<file path="src/rtl/fofb_readout_sequencer.sv">
// Sweeps the merged FOFB readout RAM once per FA cycle and streams each BPM's
// {Y, X} position with {present, address} sideband over an AXI-Stream master.
module fofb_readout_sequencer #(
  parameter int FOFB_INDEX_WIDTH = 9,
  parameter int BPM_COUNT        = 512
) (
  input  logic                        sysClk,
  input  logic                        sysResetN,
  input  logic                        readoutValid,
  input  logic                        readoutActive,
  output logic [FOFB_INDEX_WIDTH-1:0] fofbDSPreadoutAddress,
  input  logic [31:0]                 fofbDSPreadoutX,
  input  logic [31:0]                 fofbDSPreadoutY,
  input  logic                        fofbDSPreadoutPresent,
  output logic                        M_TVALID,
  input  logic                        M_TREADY,
  output logic [63:0]                 M_TDATA,
  output logic [FOFB_INDEX_WIDTH:0]   M_TUSER,
  output logic                        M_TLAST,
  output logic [FOFB_INDEX_WIDTH:0]   presentCount,
  output logic                        sweepDoneStrobe,
  output logic                        abortStrobe,
  output logic                        busy
);

  localparam logic [FOFB_INDEX_WIDTH-1:0] LAST_ADDRESS = FOFB_INDEX_WIDTH'(BPM_COUNT - 1);
  localparam logic [FOFB_INDEX_WIDTH-1:0] ADDRESS_STEP = FOFB_INDEX_WIDTH'(1);

  typedef enum logic [1:0] {IDLE, FETCH, CAPTURE, EMIT} seqState_t;

  seqState_t                 state;
  logic                      readoutValidD;
  logic [FOFB_INDEX_WIDTH:0] runningCount;
  logic                      abortFlag;

  logic                      startEdge;
  logic                      abortNow;
  logic                      handshake;
  logic [FOFB_INDEX_WIDTH:0] countNext;

  assign startEdge = readoutValid & ~readoutValidD;
  assign abortNow  = abortFlag | readoutActive;
  assign handshake = M_TVALID & M_TREADY;
  assign countNext = runningCount + (FOFB_INDEX_WIDTH+1)'(M_TUSER[FOFB_INDEX_WIDTH]);
  assign busy      = (state != IDLE);

  // Each BPM takes FETCH (RAM latency), CAPTURE (register beat), EMIT (handshake),
  // so every address is held for at least three cycles.
  always_ff @(posedge sysClk or negedge sysResetN) begin
    if (!sysResetN) begin
      state                 <= IDLE;
      readoutValidD         <= 1'b0;
      fofbDSPreadoutAddress <= '0;
      runningCount          <= '0;
      abortFlag             <= 1'b0;
      M_TVALID              <= 1'b0;
      M_TDATA               <= '0;
      M_TUSER               <= '0;
      M_TLAST               <= 1'b0;
      presentCount          <= '0;
      sweepDoneStrobe       <= 1'b0;
      abortStrobe           <= 1'b0;
    end else begin
      readoutValidD   <= readoutValid;
      sweepDoneStrobe <= 1'b0;
      abortStrobe     <= 1'b0;
      if (state != IDLE && readoutActive) abortFlag <= 1'b1;

      case (state)
        IDLE: begin
          if (startEdge) begin
            fofbDSPreadoutAddress <= '0;
            runningCount          <= '0;
            abortFlag             <= 1'b0;
            state                 <= FETCH;
          end
        end
        FETCH: state <= CAPTURE;
        CAPTURE: begin
          M_TDATA  <= {fofbDSPreadoutY, fofbDSPreadoutX};
          M_TUSER  <= {fofbDSPreadoutPresent, fofbDSPreadoutAddress};
          M_TLAST  <= (fofbDSPreadoutAddress == LAST_ADDRESS) || abortNow;
          M_TVALID <= 1'b1;
          state    <= EMIT;
        end
        EMIT: begin
          // A late abort only retags the pending beat; the beat itself is never withdrawn.
          if (readoutActive && !handshake) M_TLAST <= 1'b1;
          if (handshake) begin
            runningCount <= countNext;
            M_TVALID     <= 1'b0;
            if (M_TLAST) begin
              fofbDSPreadoutAddress <= '0;
              abortFlag             <= 1'b0;
              state                 <= IDLE;
              if (abortNow) begin
                abortStrobe <= 1'b1;
              end else begin
                presentCount    <= countNext;
                sweepDoneStrobe <= 1'b1;
              end
            end else begin
              fofbDSPreadoutAddress <= fofbDSPreadoutAddress + ADDRESS_STEP;
              state                 <= FETCH;
            end
          end
        end
        default: state <= IDLE;
      endcase
    end
  end

endmodule

</file>
<file path="config.mk">
export PLATFORM = sky130hd
export DESIGN_NAME = fofb_readout_sequencer
export DESIGN_NICKNAME = d
export VERILOG_FILES = /design/src/rtl/fofb_readout_sequencer.sv
export SDC_FILE = /design/constraint.sdc
export NUM_CORES = 1
export LEC_CHECK = 0
export ABC_CLOCK_PERIOD_IN_PS = 1550
export BUFFER_PORTS_ARGS = -buffer_cell sky130_fd_sc_hd__buf_2
export CAP_MARGIN = 20
export CORE_UTILIZATION = 45
export CTS_CLUSTER_DIAMETER = 60
export DETAILED_ROUTE_END_ITERATION = 16
export PLACE_DENSITY = 0.82
export SLEW_MARGIN = 40
export SYNTH_ARGS = -nofsm -noshare
export SYNTH_HDL_FRONTEND = slang
export SYNTH_SLANG_ARGS = --single-unit
</file>
<file path="constraint.sdc">
create_clock -name sysClk -period 1.55 [get_ports sysClk]
set_input_delay 0.155 -clock sysClk [delete_from_list [all_inputs] [get_ports sysClk]]
set_output_delay 0.155 -clock sysClk [all_outputs]
set_load 0.01 [all_outputs]
</file>
---- Word level (Yosys, flattened, before mapping) ----
Index checks and enable logic that the tools add are counted.
word-level totals
  register bits ........................... 111
  output and inout port bits .............. 98
cells by class
  add/subtract/negate cells ............... 2
  equal/unequal tests ..................... 7
  muxes and demuxes ....................... 28
  bitwise logic cells ..................... 5
  reductions and logical operators ........ 13
operators by type and width
  kind                                                 count
  two-way mux 9 bit                                    3
  two-way mux 10 bit                                   2
  case mux 10 bit (2 select lines)                     1
  case mux 9 bit (2 select lines)                      1
  two-way mux 1 bit                                    15
  adder 10 x 1 -> 10 bit                               1
  adder 9 x 1 -> 9 bit, second input constant          1
  equality test 9 bit, second input constant           1
  case mux 2 bit (4 select lines)                      1
  != test 2 bit, second input constant                 3
  case mux 1 bit (2 select lines)                      3
  AND reduction 2 bit                                  3
  nonzero test 2 bit                                   3
  equality test 2 bit, second input constant           2
  two-way mux 2 bit                                    2
  AND reduction 4 bit                                  1
  AND reduction 3 bit                                  1
  bitwise AND 1 bit                                    2
  equality test 2 x 1 -> 1 bit, second input constant  1
  logical AND 1 bit                                    2
  zero test 2 bit                                      1
  inverter 1 bit                                       2
  zero test 1 bit                                      1
  logical OR 1 bit                                     1
  bitwise OR 1 bit                                     1

---- Depth between registers and ports, before layout ----
  word-level depth ........................ 6
  gate-level depth with buffers ........... 7
  depth with buffers taken out ............ 7

---- Worst setup path after synthesis ----
Ideal clock, no wire load.
  path kind ............................... reg2reg
  start point ............................. register fofbDSPreadoutAddress[0]
  end point ............................... register M_TLAST
  setup time .............................. 0.129 ns
  arrival ................................. 1.579 ns
  slack ................................... -0.158 ns
  cell stages (with the launch flop) ...... 8
  path buffers ............................ 0
  cell sequence ........................... dfrtp_1 ha_1 and3_1 and3_1 and3_1 ha_1 nor3_1 a21oi_1
between the ends
  word-level cells in the longest chain between the ends .. 3
ends and longest elaborated chain
  item                             line  text
  start: declaration               11    output logic [FOFB_INDEX_WIDTH-1:0] fofbDSPreadoutAddress,
  start signal: assignment         103   fofbDSPreadoutAddress <= fofbDSPreadoutAddress + ADDRESS_STEP;
  equality test 9 bit              82    M_TLAST <= (fofbDSPreadoutAddress == LAST_ADDRESS) || abortNow;
  logical OR 1 bit                 82
  case mux 1 bit (2 select lines)  69    case (state)
  end signal: assignment           82
  end: declaration                 19    output logic M_TLAST,
No other way between the ends.
A chain may end at the register's enable or synchronous reset.

---- Worst setup path in the final report ----
  start point ............................. register state[1]
  end point ............................... register runningCount[0]
between the ends
  word-level cells in the longest chain between the ends .. 3
ends and longest elaborated chain
  item                                                                         line  text
  start: declaration                                                           31    seqState_t state;
  start signal: assignment                                                     51    state <= IDLE;
  start signal: assignment                                                     75    state <= FETCH;
  start signal: assignment                                                     78    FETCH: state <= CAPTURE;
  equality test 2 bit / zero test 2 bit (equally long branches)                69
  != test 2 bit (no source line) / nonzero test 2 bit (equally long branches)  --
  AND reduction 3 bit (no source line)                                         --
  end signal: assignment                                                       90    runningCount <= countNext;
  end: declaration                                                             33    logic [FOFB_INDEX_WIDTH:0] runningCount;
Several ways; a longest one is shown, not always the timed one.

==> impl_metrics.tcl <==
set metrics [dict create \
    p_clk_share_pct 12.9 \
    fin_cells 744 \
    drive_gt1_share_pct 61.0 \
    ys_top_cells_by_area "dfrtp_1, mux2_2, ha_1" \
    whs_ps 13.1 \
    p_per_area_nw_per_um2 1880 \
    synth_top_area_share_pct 60.2 \
    setup_viol 37 \
    first_iter_violations 87 \
    slowest_stage "a221o_1" \
    grt_setup_unrepaired "true" \
    p_int_mw 8.72 \
    dr.pass1.iters 4 \
    cp_num_buf_inv 3 \
    ff_latch_area_um2 2780 \
    grt_pass1_wl_um 17700 \
    vias 3757 \
    min_path_type "input pin to register" \
    cp_num_cells 6 \
    rr_startpoint "state[1]" \
    end_kind "register" \
    ir_worst_vdd_mv 1.09 \
    required_ps 1810 \
    cts_tree "yes" \
    arrival_ps 1900 \
    avgSynthCellArea_um2 13.6 \
    grt_max_degree 45 \
    synthTopCellsByCount "dfrtp_1, mux2_2, nor2_1" \
    syn_nets 417 \
    synth_ff_type "dfrtp_1" \
    cts_max_path_buffers 2 \
    synth_async_sr_flop_share_pct 100 \
    multi_input_area_um2 2050 \
    tightest_slew_ps 374 \
    critPathMaxFanout 8 \
    ant_nets 0 \
    timing.rr.end "runningCount[0]" \
    final_util_pct 72.7 \
    grt.total_usage_pct 22.3 \
    ys_ff_latch 111 \
    critPathLaunch "state[1]" \
    die_y_um 103 \
    switchingPower_mw 4.77 \
    p_seq_share_pct 34.6 \
    ys_types 39 \
    violations "negative setup slack" \
    relSlewSlack_pct 75.1 \
    area_growth_syn_to_layout_pct 55.3 \
    finalHoldViolations 0 \
    die_w_um 103 \
    cts_buffers 9 \
    synth_most_common_cell "dfrtp_1" \
    synth_top_area_cell "dfrtp_1" \
    grt-ovfl-total 0 \
    start_kind "register" \
    post-route-period-util_pct 105 \
    synth_edf_count 0 \
    leakage_nw 3.45 \
    switching_share_pct 35.4 \
    initial_core_util_pct 46.8 \
    rows 36 \
    design_area_um2 7170 \
    path_clk_slew_ps 100 \
    syn_inst 340 \
    timing.fmax_mhz 613 \
    die-area_um2 10700 \
    nNetsFinal 683 \
    cpPeakStageDelay_ps 410 \
    clock-root-buffer "clkbuf_8" \
    gp_congestion 0.769 \
    port_buffers 167 \
    pre_cts_ws_ps -157 \
    antenna_found_initial 0 \
    diodes 0 \
    drc 0 \
    drv_cap 0 \
    placed_cell_area_um2 5880 \
    cpLargestDelayFamily "compound AO/OA/AOI/OAI gates" \
    comb_power_share_pct 52.5 \
    wire_per_inst_um 16.9 \
    grt_pass1_vias 3723 \
    coreArea_um2 9860 \
    rr_worst_depth 6 \
    pin_count 168 \
    cpMostUsedCell "buf_6" \
    fillers 658 \
    worstSetupPathType "register to register" \
    ys_warn_count 0 \
    path_cells "buf_6 -> inv_4 -> ha_4 -> a221o_1 -> buf_6 -> a22o_1" \
    fin_ws_ps -81.3 \
    viasPerCell 5.05 \
    postRouteWirelength_um 12600 \
    worst_skew_pair.late_latency_ps 370 \
    synth_sequential_area_ratio_pct 60.2 \
    fin_crit_ps 1630 \
    maxSlewViolCount 0 \
    fin_skew_ps 11.3 \
    cts_htree_levels 3 \
    dp_cells 657 \
    endpoint "runningCount[0]" \
    clock-sinks 111 \
    syn_area_um2 4620 \
    run_status "complete, but fails checks" \
    rrSetupSlack_ps -80 \
    dpl.hpwl_um 7360 \
]
## repair_timing
action | 4_1_cts | 5_1_grt
setup buffers | 10 | 8
hold buffers | 45 | 1
gates resized for setup | 36 | 52
setup endpoints to repair | 39 | 102
hold endpoints to repair | 68 | 1
cloned | 3 | 6
pin swaps | 18 | 9
## cells in the final DEF (no fill, tap or decap), drive strengths merged
cell type | synthesis | routed
and3 | 6 | 6
clkinv | 0 | 4
a221o | 1 | 1
buf | 14 | 220
bufinv | 0 | 1
a21oi | 15 | 15
nand2b | 5 | 5
a221oi | 1 | 1
a311oi | 1 | 1
nand4 | 1 | 1
nor3 | 3 | 3
dlygate4sd3 | 0 | 46
nand2 | 17 | 17
nand3 | 11 | 11
mux2 | 78 | 78
dfrtp | 111 | 111
a22o | 5 | 5
xor2 | 4 | 4
clkbuf | 2 | 15
inv | 4 | 5
and4 | 1 | 1
ha | 7 | 7
nor2 | 16 | 16
mux2i | 3 | 3
nor2b | 3 | 3
o21a | 1 | 1
a211oi | 1 | 1
o21ai | 16 | 16
nor4 | 1 | 1
xnor2 | 4 | 4
o31ai | 4 | 4
a31oi | 3 | 3
o22ai | 1 | 1
## cell families after synthesis
kind of cell | share of synthesized area, %
flip-flops | 60.2
multiplexers | 19.7
AND/OR/NAND/NOR | 7.24
AO/OA/AOI/OAI | 7.29
buffers and inverters | 2.22
XOR/XNOR | 1.52
adder cells (fa/ha/maj) | 1.90
## power by group through the flow
stage                     logic (mW)  clock network, mW  registers (mW)
after detailed placement        5.29                  0            4.63
after CTS                       6.02               1.79            4.61
after floorplan                 2.61                  0            5.12
final                           7.08               1.75            4.66
after global routing            7.53               1.88            4.80
after global placement          5.11                  0            4.56
## cell type report
| class | count | area share, % |
|---|---|---|
| multi-input cells | 209 | 28.6 |
| repair buffers | 271 | 27.3 |
| flip-flops and latches | 111 | 38.7 |
| clock buffers | 10 | 1.92 |
| inverters | 4 | 0.279 |
| well taps | 133 | 2.32 |
| clock inverters | 6 | 0.820 |
## layer usage
metal	share of wire [%]	global-route usage (%)	wire length, µm
met2	54	40.5	6750
met4	1.4	8.78	175
met3	5.7	6.25	721
met5	0	0	0
met1	39	24.7	4940
## state kept, by name (all words and copies together) (netlist names)
register / count
M_TDATA: 64
M_TLAST: 1
M_TUSER: 10
M_TVALID: 1
abortFlag: 1
abortStrobe: 1
fofbDSPreadoutAddress: 9
presentCount: 10
readoutValidD: 1
runningCount: 10
state: 2
sweepDoneStrobe: 1
## per-stage QoR
stage / TNS [ps] / total power [mW]
floorplan: -562 / 7.72
global placement: -631 / 9.67
detailed placement: -2080 / 9.92
CTS: -1310 / 12.4
global route: -3180 / 14.2
finish: -1250 / 13.5
## worst min-delay path by stage
stage,from,to,depth (start not counted)
floorplan,sysResetN,M_TDATA[0],0
global placement,sysResetN,runningCount[5],1
detailed placement,sysResetN,runningCount[5],1
CTS,fofbDSPreadoutY[17],M_TDATA[49],2
global route,fofbDSPreadoutY[24],M_TDATA[56],2
finish,fofbDSPreadoutY[24],M_TDATA[56],2
No activity file was read; power rests on OpenSTA's default activity.
